<file path="src/rtl/cpu_types_pkg.sv">
// Shared types for the LL/SC responder.
// Word/word-address types and responder FSM states.
package cpu_types_pkg;

   typedef logic [31:0] word_t;
   typedef logic [29:0] waddr_t;

   typedef enum logic [1:0] {
      IDLE,
      ACCESS,
      RESP
   } llsc_state_t;

   function automatic waddr_t word_addr(input word_t a);
      return a[31:2];
   endfunction

endpackage

</file>
<file path="src/rtl/reservation_reg.sv">
// Load-linked reservation: one word address plus valid bit.
// Set has priority over clear so an LL beats a same-cycle snoop.
module reservation_reg
   import cpu_types_pkg::*;
(
   input  logic   CLK,
   input  logic   nRST,
   input  logic   set,
   input  logic   clr,
   input  waddr_t setaddr,
   input  waddr_t cmpaddr,
   output logic   match,
   output logic   valid,
   output waddr_t linkaddr
);

   logic   valid_q, valid_d;
   waddr_t addr_q, addr_d;

   // next link state: set wins over clear
   always_comb begin
      valid_d = valid_q;
      addr_d  = addr_q;
      if (set) begin
         valid_d = 1'b1;
         addr_d  = setaddr;
      end else if (clr) begin
         valid_d = 1'b0;
      end
   end

   // link registers
   always_ff @(posedge CLK or negedge nRST) begin
      if (!nRST) begin
         valid_q <= 1'b0;
         addr_q  <= '0;
      end else begin
         valid_q <= valid_d;
         addr_q  <= addr_d;
      end
   end

   assign match    = valid_q && (addr_q == cmpaddr);
   assign valid    = valid_q;
   assign linkaddr = addr_q;

endmodule

</file>
<file path="src/rtl/llsc_responder.sv">
// Datapath-to-cache responder with LL/SC link tracking.
// All outputs come from registers; no chit->dhit path.
module llsc_responder
   import cpu_types_pkg::*;
(
   input  logic  CLK,
   input  logic  nRST,
   input  logic  dmemREN,
   input  logic  dmemWEN,
   input  logic  datomic,
   input  word_t dmemaddr,
   input  word_t dmemstore,
   output logic  dhit,
   output word_t dmemload,
   output logic  cREN,
   output logic  cWEN,
   output word_t caddr,
   output word_t cstore,
   input  logic  chit,
   input  word_t cload,
   input  logic  snoopinv,
   input  word_t snoopaddr
);

   llsc_state_t state_q, state_d;
   word_t       addr_q, addr_d;
   word_t       store_q, store_d;
   word_t       load_q, load_d;
   logic        atomic_q, atomic_d;
   logic        ren_q, ren_d;
   logic        wen_q, wen_d;
   logic        dhit_q, dhit_d;
   logic        cren_q, cren_d;
   logic        cwen_q, cwen_d;

   logic   link_set, link_clr;
   logic   link_match, link_valid;
   waddr_t link_addr;
   logic   snoop_hit, sc_ok;

   reservation_reg u_resv (
      .CLK      (CLK),
      .nRST     (nRST),
      .set      (link_set),
      .clr      (link_clr),
      .setaddr  (word_addr(addr_q)),
      .cmpaddr  (word_addr(dmemaddr)),
      .match    (link_match),
      .valid    (link_valid),
      .linkaddr (link_addr)
   );

   // next-state, latched request and link control
   always_comb begin
      state_d  = state_q;
      addr_d   = addr_q;
      store_d  = store_q;
      load_d   = load_q;
      atomic_d = atomic_q;
      ren_d    = ren_q;
      wen_d    = wen_q;
      dhit_d   = dhit_q;
      cren_d   = cren_q;
      cwen_d   = cwen_q;
      snoop_hit = snoopinv &&
                  (word_addr(snoopaddr) == link_addr);
      sc_ok    = link_valid && link_match && !snoop_hit;
      link_set = 1'b0;
      link_clr = snoop_hit;
      unique case (state_q)
         IDLE: begin
            dhit_d = 1'b0;
            if (dmemREN || dmemWEN) begin
               addr_d   = dmemaddr;
               store_d  = dmemstore;
               atomic_d = datomic;
               ren_d    = dmemREN;
               wen_d    = !dmemREN;
               if (datomic && !dmemREN && !sc_ok) begin
                  state_d  = RESP;
                  dhit_d   = 1'b1;
                  load_d   = '0;
                  link_clr = 1'b1;
               end else begin
                  state_d = ACCESS;
                  cren_d  = dmemREN;
                  cwen_d  = !dmemREN;
               end
            end
         end
         ACCESS: begin
            if (chit) begin
               state_d = RESP;
               cren_d  = 1'b0;
               cwen_d  = 1'b0;
               dhit_d  = 1'b1;
               if (ren_q)
                  load_d = cload;
               else if (atomic_q)
                  load_d = 32'd1;
               else
                  load_d = '0;
               if (ren_q && atomic_q)
                  link_set = 1'b1;
               if (wen_q && atomic_q)
                  link_clr = 1'b1;
               if (wen_q && !atomic_q &&
                   word_addr(addr_q) == link_addr)
                  link_clr = 1'b1;
            end
         end
         RESP: begin
            state_d = IDLE;
            dhit_d  = 1'b0;
         end
         default: begin
            state_d = IDLE;
            dhit_d  = 1'b0;
            cren_d  = 1'b0;
            cwen_d  = 1'b0;
         end
      endcase
   end

   // state and output registers
   always_ff @(posedge CLK or negedge nRST) begin
      if (!nRST) begin
         state_q  <= IDLE;
         addr_q   <= '0;
         store_q  <= '0;
         load_q   <= '0;
         atomic_q <= 1'b0;
         ren_q    <= 1'b0;
         wen_q    <= 1'b0;
         dhit_q   <= 1'b0;
         cren_q   <= 1'b0;
         cwen_q   <= 1'b0;
      end else begin
         state_q  <= state_d;
         addr_q   <= addr_d;
         store_q  <= store_d;
         load_q   <= load_d;
         atomic_q <= atomic_d;
         ren_q    <= ren_d;
         wen_q    <= wen_d;
         dhit_q   <= dhit_d;
         cren_q   <= cren_d;
         cwen_q   <= cwen_d;
      end
   end

   assign dhit     = dhit_q;
   assign dmemload = load_q;
   assign cREN     = cren_q;
   assign cWEN     = cwen_q;
   assign caddr    = addr_q;
   assign cstore   = store_q;

endmodule

</file>
<file path="config.mk">
export PLATFORM = sky130hd
export DESIGN_NAME = llsc_responder
export DESIGN_NICKNAME = d
export VERILOG_FILES = /design/src/rtl/cpu_types_pkg.sv /design/src/rtl/reservation_reg.sv /design/src/rtl/llsc_responder.sv
export SDC_FILE = /design/constraint.sdc
export NUM_CORES = 1
export LEC_CHECK = 0
export ABC_AREA = 1
export ABC_CLOCK_PERIOD_IN_PS = 1700
export CORE_MARGIN = 4
export CORE_UTILIZATION = 35
export CTS_CLUSTER_SIZE = 12
export DETAILED_ROUTE_END_ITERATION = 8
export GPL_ROUTABILITY_DRIVEN = 0
export HOLD_SLACK_MARGIN = 0.03
export PLACE_DENSITY_LB_ADDON = 0.15
export SYNTH_ARGS = -nofsm -noshare
export SYNTH_HDL_FRONTEND = slang
export SYNTH_SLANG_ARGS = --single-unit
</file>
<file path="constraint.sdc">
create_clock -name CLK -period 1.7 [get_ports CLK]
set_input_delay 0.34 -clock CLK [delete_from_list [all_inputs] [get_ports CLK]]
set_output_delay 0.34 -clock CLK [all_outputs]
set_load 0.03 [all_outputs]
</file>
# Word level (Yosys, flattened, before mapping)
# Cells that the tools add are included.
word_totals:
  reg_bits: 135
  out_inout_bits: 99
  elab_cells: 76
  inputBits: 135
classes:
  n_bitwise: 1
  n_eq_ne: 9
  n_mux: 32
  n_reduce_logical: 22
ops:
  columns: ["cell", "n"]
  rows:
  - ["$mux 32", 4]
  - ["$eq 30x30->1", 3]
  - ["$pmux 32 s2", 1]
  - ["$mux 1", 19]
  - ["$logic_and 1x1->1", 10]
  - ["$ne 2x2->1 const B", 4]
  - ["$reduce_and 4->1", 2]
  - ["$mux 2", 3]
  - ["$pmux 1 s3", 2]
  - ["$logic_not 1->1", 4]
  - ["$pmux 1 s2", 2]
  - ["$pmux 2 s2", 1]
  - ["$reduce_and 2->1", 2]
  - ["$reduce_bool 2->1", 2]
  - ["$eq 2x1->1 const B", 1]
  - ["$eq 2x2->1 const B", 1]
  - ["$logic_not 2->1", 1]
  - ["$logic_or 1x1->1", 1]
  - ["$not 1->1", 1]

# Depth between registers and ports, before layout
logic_depth:
  depth_word: 11
  ltp_mapped: 16
  depth_no_buf: 15

# Modules after synthesis
# Synthesis repeated with hierarchy kept, for this count alone.
hier_totals:
  cells_unflattened: 1077
  area_unflattened_um2: 7305.8
by_module_without_submodules:
  columns: ["mod", "n_inst", "area_per_inst_um2", "cells_each"]
  rows:
  - ["llsc_responder", 1, 5564.1, 803]
  - ["reservation_reg", 1, 1741.7, 274]

# Least setup slack after synthesis
# OpenSTA, ideal clock, no wires.
synth_timing:
  kind: "register -> register"
  from: "register u_resv.addr_q[14] (netlist: u_resv.linkaddr[14])"
  to: "register load_q[22] (netlist: dmemload[22])"
  stages_incl_launch_ff: 16
  path_buffers: 1
  path_slack_ns: 0.105
  t_arrival_ns: 1.479
  path_cell_list: "dfrtp_1 inv_1 nor2_1 nor2_1 nand2_1 nor2_1 nand2_1 nor2_1 nand2_1 nand2_2 nand2_2 nand2_4 nand2_8 buf_12 nand2_2 nand2_2"
synth_between:
  elab_chain_len: 8
synth_lines:
  columns: ["element", "line", "source"]
  rows:
  - ["start: declaration", "reservation_reg.sv:18", "waddr_t addr_q, addr_d;"]
  - ["start signal: assignment", "reservation_reg.sv:39", "addr_q <= addr_d;"]
  - ["$eq 30x30->1, on equally long branches", "reservation_reg.sv:43, llsc_responder.sv:66", null]
  - ["$logic_and 1x1->1, on equally long branches", "reservation_reg.sv:43, llsc_responder.sv:65", null]
  - ["$logic_and 1x1->1 or $logic_not 1->1 (tied branches)", "llsc_responder.sv:67", "sc_ok = link_valid && link_match && !snoop_hit;"]
  - ["$logic_and 1x1->1 *", "llsc_responder.sv:67", null]
  - ["$logic_not 1->1 *", "llsc_responder.sv:79", "if (datomic && !dmemREN && !sc_ok) begin"]
  - ["$logic_and 1x1->1 *", "llsc_responder.sv:79", null]
  - ["$ne 2x2->1 (no line) *", null, null]
  - ["$reduce_and 4->1 (no line) *", null, null]
  - ["end signal: assignment", "llsc_responder.sv:142", "load_q <= load_d;"]
  - ["end: declaration", "llsc_responder.sv:28", "word_t load_q, load_d;"]
# Every way passes the cells marked *; elsewhere a longest branch is shown, timed or not.
# A chain may end at the register's enable or synchronous reset.

# Final worst setup path
layout_timing:
  from: "register u_resv.addr_q[10] (netlist: u_resv.linkaddr[10])"
  to: "register load_q[11] (netlist: dmemload[11])"
# Same word-level chain as after synthesis.

==> impl_metrics.ini <==
[outcome]
status = finished with violations
failed_checks = negative setup slack

[timing]
final_hold_viol_count = 0
worst_slew_pin_slew_ns = 0.509
drv_slew = 0
setup_viol = 37
finalWorstSetupSlack_ns = -0.179
slew_headroom = 0.659
fmax_mhz = 532
period_share = 1.11
rsz0062_at_grt = true
fin_worst_skew_ns = 0.00711
period_needed_ns = 1.88

[logic_synthesis]
yosysMostFrequentCell = nand2_1
synth_area_per_cell_sq_um = 7.35
synthAdderAreaFrac = 0
ys.flop_type = dfrtp_1
synthCells = 929
synth_top_family_by_area = simple AND/OR/NAND/NOR gates
synth_common_cells = nand2_1 (421), dfrtp_1 (135), inv_1 (97), o21ai_0 (61), nor2_1 (50)
synth_compound_area_frac = 0.0519
netlist_area_sq_mm = 0.00683
ys_ff_latch = 135
synth_mux_area_frac = 0
ys_seq_area_frac = 0.495
synth.top_cells.by_area = dfrtp_1 (49%), nand2_1 (23%), inv_1 (5.3%), o21ai_0 (4.5%), nand4_1 (3.4%)
synth_top_area_frac = 0.495
synth_xor_area_frac = 0.0321
yosys_warnings = 0
synth-simple-area-share = 0.331
syn-num-nets = 1064
synth_cell_types = 28
synth-edff-count = 0
ys_async_sr_fraction = 1.00
yosysTopAreaCell = dfrtp_1

[floorplanning]
die-area_sq_mm = 0.0218
num_rows = 50
fp.dieH_um = 148
die_x_um = 148
coreArea_sq_mm = 0.0190
start_util = 0.360
io-pin-count = 234

[clock_tree]
clock-sinks = 135
cts_htree_levels = 4
clkTransAtPathRegs_ns = 0.06
clockRootBuffer = clkbuf_16
clockBufferDepth = 2
clkLatencyLatePin_ns = 0.41
cts_made_buffers = 17
cts_tree = done

[critical_path]
cp.arrival_ns = 2.18
crit_path_start_kind = flop
critPathCaptureType = flop
timing_worst_setup_path_type = flop to flop
critPathRequiredTime_ns = 2.00
path_max_fanout = 8

[global_routing]
antenna_found_initial = 1
grt_pass1_vias = 6269
grt.met3_usage = 0.0521
busiest_layer = met2
grt_pass1_wl_mm = 33.4
gr-usage-all-layers = 0.194
grt_max_degree = 53
grt-ovfl-total = 0
grtUsageMet1 = 0.271
grt_use_met2 = 0.294

[final_layout]
multi_input_area_sq_mm = 0.00306
stdcell_area_sq_mm = 0.0107
antenna_cells = 0
num-nets-final = 1357
fillCellCount = 1768
drive_above_1_share = 0.154
seq_area_sq_mm = 0.00338
final_core_util = 0.565
fin_cells = 1494
synthToLayoutAreaGrowth_pct = 56.8

[pwr]
p_leak_nw = 5.65
vdd_drop_max_mv = 0.880
p_total_mw = 20.4
power_density_mw_per_mm2 = 1900

[routing]
via_per_inst = 4.46
final_antenna_net_count = 0
num_vias = 6667
dr.pass1.iters = 5
drt_iter0_drc = 330
drc = 0
wl_mm = 21.4
wl_per_cell_um = 14.3

[placement]
dpl.cell_count = 1451
dpl_cell_area_sq_mm = 0.00989
port_buffers = 231
dp_hpwl_mm = 15.8

[run]
maxCapViolCount = 0

[worst_hold_path]
hold_class = input pin to async pin
logic make-up after synthesis:
group                  count (synthesis)
AO/OA/AOI/OAI                         70
XOR/XNOR                              25
buffers and inverters                151
flip-flops                           135
AND/OR/NAND/NOR                      548
per-layer routing:
layer | part of all wire | up-vias | routed length, um
li1 | - | 3426 | -
met1 | 0.46 | 3022 | 9800
met2 | 0.45 | 189 | 9630
met3 | 0.068 | 28 | 1460
met4 | 0.021 | 2 | 446
met5 | 0.00070 | - | 15
per-stage QoR:
stage,TNS [ns],hold WS [ns],worst slack (ns)
after floorplan,0,0.0444,0.105
after global placement,-21.92,0.186,-0.617
after detailed placement,-23.08,0.189,-0.658
after CTS,-5.72,0.309,-0.187
after global routing,-10.30,0.330,-0.320
final,-5.41,0.321,-0.179
worst max-delay path: stages (launching register included):
cell,delay [ns]
dfrtp_1,0.43
xnor2_1,0.17
nand2_1,0.11
nor2_1,0.13
nand2_1,0.06
nor2_1,0.12
nand2_1,0.09
nand2_2,0.12
nand2_4,0.09
nand2_8,0.17
nand2_8,0.12
nand2_2,0.11
nand2_1,0.05
sequential cells by signal, summed over array words and instances (netlist names), 2 cells and up:
signal	cells
state_q	2
caddr	32
cstore	32
u_resv.linkaddr	30
dmemload	32
report_power, final:
group          internal [mW]  leakage, nW  switching [mW]
combinational           3.95         3.64            6.51
sequential              4.72         1.71            1.25
clock                   2.53        0.295            1.42
cell usage in the layout (no fill, tap or decap), types with 7 or more instances in the layout:
master             n
inv_2             19
dfrtp_1          134
buf_12             9
o21ai_1            7
nor2_1            44
dlygate4sd2_1     97
nand4_1           37
nand2_2           42
nand3_1           11
clkdlybuf4s50_1  131
buf_4             61
clkbuf_16         17
nand2_4            7
o21ai_0           61
nor2_2             7
xnor2_1           18
nand2_1          393
inv_1             95
timing repair:
item,in CTS,in global routing
buffers inserted,2,5
endpoints found under the hold margin,13,0
gates cloned,4,0
resized for setup,130,23
setup endpoints to repair,135,39
pin swaps,11,15
hold buffers,1,0
worst paths after layout:
kind | startpoint | endpoint | slack, ns | depth (start not counted)
min in group CLK | dmemstore[24] | cstore[24] | 0.46 | 3
max in group asynchronous | nRST | u_resv.linkaddr[24] | 0.78 | 3
hold / removal | nRST | caddr[18] | 0.32 | 2
hold reg to reg | cstore[8] | cstore[8] | 0.46 | 2
setup / recovery | u_resv.linkaddr[10] | dmemload[11] | -0.18 | 12
setup reg to reg | u_resv.linkaddr[10] | dmemload[11] | -0.18 | 12
area by class of cell:
class	instances	share of cell area
Tap cell	260	0.0304
Multi-Input combinational cell	647	0.286
Timing Repair Buffer	304	0.268
Clock buffer	20	0.0427
Sequential cell	135	0.316
Inverter	117	0.0410
Clock inverter	11	0.0161
No activity file was read; power rests on OpenSTA's default activity.
